**config.mk**
```make
export PLATFORM = sky130hd
export DESIGN_NAME = yasac_io_bank
export DESIGN_NICKNAME = d
export VERILOG_FILES = /design/src/rtl/yasac_io_bank.sv
export SDC_FILE = /design/constraint.sdc
export NUM_CORES = 1
export LEC_CHECK = 0
export CAP_MARGIN = 20
export CORE_ASPECT_RATIO = 0.9
export CORE_MARGIN = 4
export CORE_UTILIZATION = 55
export CTS_CLUSTER_DIAMETER = 30
export DETAILED_ROUTE_END_ITERATION = 10
export PLACE_DENSITY = 0.85
export SLEW_MARGIN = 20
export SYNTH_ARGS = -nofsm -noshare
export SYNTH_HDL_FRONTEND = slang
export SYNTH_SLANG_ARGS = --single-unit
```
**constraint.sdc**
```tcl
create_clock -name CLK -period 2.6 [get_ports CLK]
set_input_delay 0.39 -clock CLK [delete_from_list [all_inputs] [get_ports CLK]]
set_output_delay 0.39 -clock CLK [all_outputs]
set_load 0.01 [all_outputs]
```
**src/rtl/yasac_io_bank.sv**
```systemverilog
// yasac_io_bank: output port registers with strobes, synchronised input ports, registered read path.
// Define YASAC_IO_CHGIRQ_EN to add per-input change flags, an IRQ mask and the IRQ output.
module yasac_io_bank #(
    parameter int DATA_W = 8,
    parameter int N_OUT  = 8,
    parameter int N_IN   = 8,
    parameter int ADDR_W = 5
) (
    input  logic                     CLK,
    input  logic                     RESET,
    input  logic [ADDR_W-1:0]        ADDR,
    input  logic [DATA_W-1:0]        WDATA,
    input  logic                     WE,
    input  logic                     RE,
    output logic [DATA_W-1:0]        RDATA,
    output logic                     RVALID,
    output logic [N_OUT*DATA_W-1:0]  PORT_OUT,
    output logic [N_OUT-1:0]         PORT_OUT_STB,
    input  logic [N_IN*DATA_W-1:0]   PORT_IN,
    output logic                     IRQ
);

    localparam int OW = N_OUT * DATA_W;
    localparam int IW = N_IN * DATA_W;
    localparam logic [ADDR_W-1:0] CHG_A  = ADDR_W'(N_OUT + N_IN);
    localparam logic [ADDR_W-1:0] MASK_A = ADDR_W'(N_OUT + N_IN + 1);

    logic [OW-1:0]     out_q;
    logic [N_OUT-1:0]  stb_q;
    logic [N_OUT-1:0]  wr_sel;
    logic [IW-1:0]     s1;
    logic [IW-1:0]     s2;
    logic [DATA_W-1:0] rd_mux;
    logic [DATA_W-1:0] rdata_q;
    logic              rvalid_q;

    always_comb begin
        wr_sel = '0;
        for (int i = 0; i < N_OUT; i++) begin
            wr_sel[i] = WE && (ADDR == ADDR_W'(i));
        end
    end

    always_ff @(posedge CLK) begin
        if (RESET) begin
            out_q <= '0;
            stb_q <= '0;
        end else begin
            stb_q <= wr_sel;
            for (int i = 0; i < N_OUT; i++) begin
                if (wr_sel[i]) begin
                    out_q[i*DATA_W +: DATA_W] <= WDATA;
                end
            end
        end
    end

    always_ff @(posedge CLK) begin
        if (RESET) begin
            s1 <= '0;
            s2 <= '0;
        end else begin
            s1 <= PORT_IN;
            s2 <= s1;
        end
    end

`ifdef YASAC_IO_CHGIRQ_EN
    logic [IW-1:0]   p;
    logic [N_IN-1:0] chg;
    logic [N_IN-1:0] mask;
    logic [N_IN-1:0] chg_set;
    logic [N_IN-1:0] chg_clr;

    always_comb begin
        chg_set = '0;
        chg_clr = '0;
        for (int j = 0; j < N_IN; j++) begin
            chg_set[j] = s2[j*DATA_W +: DATA_W] != p[j*DATA_W +: DATA_W];
        end
        if (WE && (ADDR == CHG_A)) begin
            chg_clr = WDATA[N_IN-1:0];
        end
    end

    // set is OR'd after the clear so a same-edge event keeps the flag
    always_ff @(posedge CLK) begin
        if (RESET) begin
            p    <= '0;
            chg  <= '0;
            mask <= '0;
        end else begin
            p   <= s2;
            chg <= (chg & ~chg_clr) | chg_set;
            if (WE && (ADDR == MASK_A)) begin
                mask <= WDATA[N_IN-1:0];
            end
        end
    end

    assign IRQ = |(chg & mask);
`else
    assign IRQ = 1'b0;
`endif

    always_comb begin
        rd_mux = '0;
        for (int i = 0; i < N_OUT; i++) begin
            if (ADDR == ADDR_W'(i)) begin
                rd_mux = out_q[i*DATA_W +: DATA_W];
            end
        end
        for (int j = 0; j < N_IN; j++) begin
            if (ADDR == ADDR_W'(N_OUT + j)) begin
                rd_mux = s2[j*DATA_W +: DATA_W];
            end
        end
`ifdef YASAC_IO_CHGIRQ_EN
        if (ADDR == CHG_A) begin
            rd_mux[N_IN-1:0] = chg;
        end
        if (ADDR == MASK_A) begin
            rd_mux[N_IN-1:0] = mask;
        end
`endif
    end

    // rd_mux sees register values before this edge's write: read-before-write
    always_ff @(posedge CLK) begin
        if (RESET) begin
            rdata_q  <= '0;
            rvalid_q <= 1'b0;
        end else begin
            rvalid_q <= RE;
            if (RE) begin
                rdata_q <= rd_mux;
            end
        end
    end

    assign RDATA        = rdata_q;
    assign RVALID       = rvalid_q;
    assign PORT_OUT     = out_q;
    assign PORT_OUT_STB = stb_q;

endmodule

```
* Word-level counts from Yosys, hierarchy flattened
Index checks and enable logic that the tools add are counted.
Storage, ports and cells: input bits 81, output and inout bits 82, word-level logic and storage cells 53, flip-flop bits (word level) 209
Cells by class: equality and inequality tests 15, mux-type cells 16, reductions and logical operators 9
Operators by type and width (count):
- 8-bit 2-to-1 mux | 16
- 5-bit by 4-bit == test with 1-bit output (second input constant) | 8
- 5-bit by 3-bit == test with 1-bit output (second input constant) | 4
- 5-bit by 2-bit == test with 1-bit output (second input constant) | 2
- 1-bit logical AND | 8
- 5-bit by 1-bit == test with 1-bit output (second input constant) | 1
- 5-bit zero test | 1

* Longest topological paths before layout
depth in word-level cells 17, gate-level depth with buffers 9, gate-level depth less buffers 5

* Least setup slack after synthesis
OpenSTA, ideal clock, no wires.
kind input-to-reg, start point input ADDR[2], end point register rdata_q[6] (netlist: RDATA[6]), data required time 2480 ps, library setup time 120 ps, stages on the path 8, slack 852 ps, path buffers 3, arrival time 1629 ps, cells stage by stage buf_6 > buf_6 > or3b_1 > buf_6 > o32ai_2 > nor4_2 > a22oi_2 > nand2_1
On the way: cells in the longest elaborated chain, start to end 17, elaborated cells on any way between the ends 32, those cells by class eq/ne: 15; mux: 16; reduce/logical: 1
Ends and longest elaborated chain:
- start, declared | RTL line 11 | input logic [ADDR_W-1:0] ADDR,
- 5-bit zero test | RTL line 109 | if (ADDR == ADDR_W'(i)) begin
- 8-bit 2-to-1 mux (8 in series) | RTL line 109
- 8-bit 2-to-1 mux (7 in series) | RTL line 114 | if (ADDR == ADDR_W'(N_OUT + j)) begin
- 8-bit 2-to-1 mux * | RTL line 114
- end signal, assigned | RTL line 136 | rdata_q <= rd_mux;
- end, declared | RTL line 34 | logic [DATA_W-1:0] rdata_q;
Every way passes the cells marked *; elsewhere a longest branch is shown, timed or not. A chain may end at the register's enable or synchronous reset.

* Worst setup path after layout
start point input ADDR[2], end point register rdata_q[3] (netlist: RDATA[3])
Same word-level chain as after synthesis.

==> run metrics <==
status=finished clean; floorplan row count=just over 40; R2R Setup Slk=approximately 870 ps; post-cts sizing count=0; hold wc startpoint=RESET; vias in the first global route=~6400; slew margin rel.=0.401; CP Capture Type=flip-flop; commonest non-fill, non-tap cells in the layout=dfxtp_1, clkdlybuf4s50_1, nor2b_1, nor2_1, mux2i_1; register area share after synthesis=0.522; routed vias/inst=about 5.4; first-pass GRT wire length=about 34000 um; Sink Count=209; Tmin final=between 2000 and 2500 ps; die width=approximately 140 um; WL/cell=between 15 and 20 um; Worst Hold Path EP=s2[51]; # setup viols final=0; maximum VDD drop=around 0.0007 V; All-Layer GR Usage=0.263; CP required=approximately 3000 ps; Pwr Total=between 0.008 and 0.009 W; CP max FO=38; Max Cap Violations=0; FMAX=0.470 GHz; worst hold slack=249 ps; worst clock skew=17.4 ps; Slew Viols, Final=0; Post-synth EDFFs=0; Worst EP arrival=between 2000 and 2500 ps; syn_nets=886; P&R area growth vs syn=37.2%; Filler Cell Count=900; post-cts hold buffer count=0; worst hold path type=input port to flip-flop; area of the multi-input gates=0.00347 mm^2; top cells by area, synth=dfxtp_1, nor2b_1, mux2i_1, nor2_1, clkbuf_1; clk_lat worst skew=approximately 480 ps; antenna violations before repair=0; IO Count=163; RSZ-0062 raised after global routing=no; post-DP HPWL=between 10000 and 15000 um; RR Startpoint=PORT_OUT[19]; CTS clk-pin slew, worst paths=50 ps; grt total ovfl=0; CTS tree=yes; Initial Util=0.567; post-route clock period utilization=0.819; DRC errors left=0; Hold Crit Depth=2; Warnings, synthesis=0; Core Box Area=about 0.014 mm^2; Post-Synthesis Cells=~800; postcts setup bufs=0; Seq cells post-synth=209; Port Buf Inserts=~160; ANT cells=0; Placer Congestion=just over 0.9; Routed Antenna Nets=0; H-tree depth=2; commonest non-fill, non-tap cell in the layout=dfxtp_1; Die Span Y=123 um; Pwr per Cell Area=769 mW/mm^2; Max Root-Sink Buffers=3; final core utilization=0.778; CP Launch Type=input port; Post-Route WL=21600 um; Yosys cell types=between 70 and 80; Setup Crit Path Kind=input port to flip-flop; Synth Cell Area=approximately 0.0080 mm^2; Register-to-Register Path Depth=5; Final Hold Fails=0; drt initial violations=around 710; TritonCTS Buffers=34; Via Count=roughly 6400; Yosys top cell area share=0.522; Die Area=around 0.017 mm^2; Reg area=around 0.0042 mm^2; fraction of registers with async set/reset=0; setup ws final=about 470 ps; drt first pass iters=5; Avg Cell Area, Syn=~10 um^2; nets@finish=roughly 1000; largest area contributor in the netlist=dfxtp_1; Most used DFF post-synth=dfxtp_1; share of post-route cells with drive strength above 1=0.123; Slew @ Worst Pin=between 800 and 900 ps; Reg2Reg Capture Point=RDATA[3]; setup TNS=0 ps; pre-CTS setup slack=between 100 and 150 ps; largest net degree at the start of global routing=roughly 100; Pleak=roughly 4.5 nW; clk root buf=clkbuf_16
cells in the mapped netlist, drive strengths merged (6+ instances only):
library cell  instances
buf                  32
nor4                  6
nor2b               135
mux2i                70
nand2                16
nor3                 20
clkbuf               35
o22ai                 8
nand2b               10
nand4                 8
a21oi                25
o21ai                23
nand3                14
dfxtp               209
o21a                  7
nor3b                11
mux2                  6
nor2                 97
inv                   7
sequential cells by signal, summed over array words and instances (netlist names):
| name | flops |
|---|---|
| s2 | 64 |
| RDATA | 8 |
| PORT_OUT | 64 |
| s1 | 64 |
| RVALID | 1 |
| PORT_OUT_STB | 8 |
worst max-delay path, cell delays in order:
cell and delay, ps:
clkdlybuf4s50_1 520, buf_12 210, or3b_1 430, nor2_4 130
o21ai_0 140, a221oi_1 520, o21ai_1 130
metrics by stage:
stage,instance area (um^2),std cells
after global placement,9820,1124
after detailed placement,9820,1124
after floorplan,8020,805
after CTS,11000,1185
final,11000,1185
after global routing,11000,1185
logic make-up after synthesis:
group,synth area share
AND/OR/NAND/NOR,0.249
flip-flops,0.522
AO/OA/AOI/OAI,0.0852
multiplexers,0.0986
buffers and inverters,0.0452
other,0.000467
layout make-up:
type,count,share of cell area
clock buffer,44,0.0883
inverter,7,0.00239
clock inverter,17,0.0198
timing repair buffer,193,0.172
sequential,209,0.380
tap,193,0.0219
multi-input combinational,522,0.316
worst max-delay path by stage:
stage	start	endpoint	slack [ps]
final	ADDR[2]	RDATA[3]	470
after global routing	ADDR[2]	RDATA[3]	470
after CTS	ADDR[2]	RDATA[3]	550
after detailed placement	ADDR[2]	RDATA[5]	140
after global placement	ADDR[2]	RDATA[5]	160
after floorplan	ADDR[2]	RDATA[6]	850
report_power, final:
group	total, W	switching (W)	leakage, nW	internal (W)
Sequential	0.00336	0.0000444	1.71	0.00332
Clock	0.00455	0.00149	0.577	0.00306
Combinational	0.000556	0.000274	2.19	0.000282
layer usage:
| layer | GRT usage | part of all wire | vias up | wire length [um] |
|---|---|---|---|---|
| met1 | 0.341 | 0.43 | 3058 | 9190 |
| met4 | 0.0875 | 0.023 | 0 | 496 |
| li1 | - | - | 3070 | - |
| met5 | 0 | 0 | - | 0 |
| met2 | 0.440 | 0.48 | 256 | 10400 |
| met3 | 0.0545 | 0.071 | 48 | 1530 |
No activity file was read; power rests on OpenSTA's default activity.
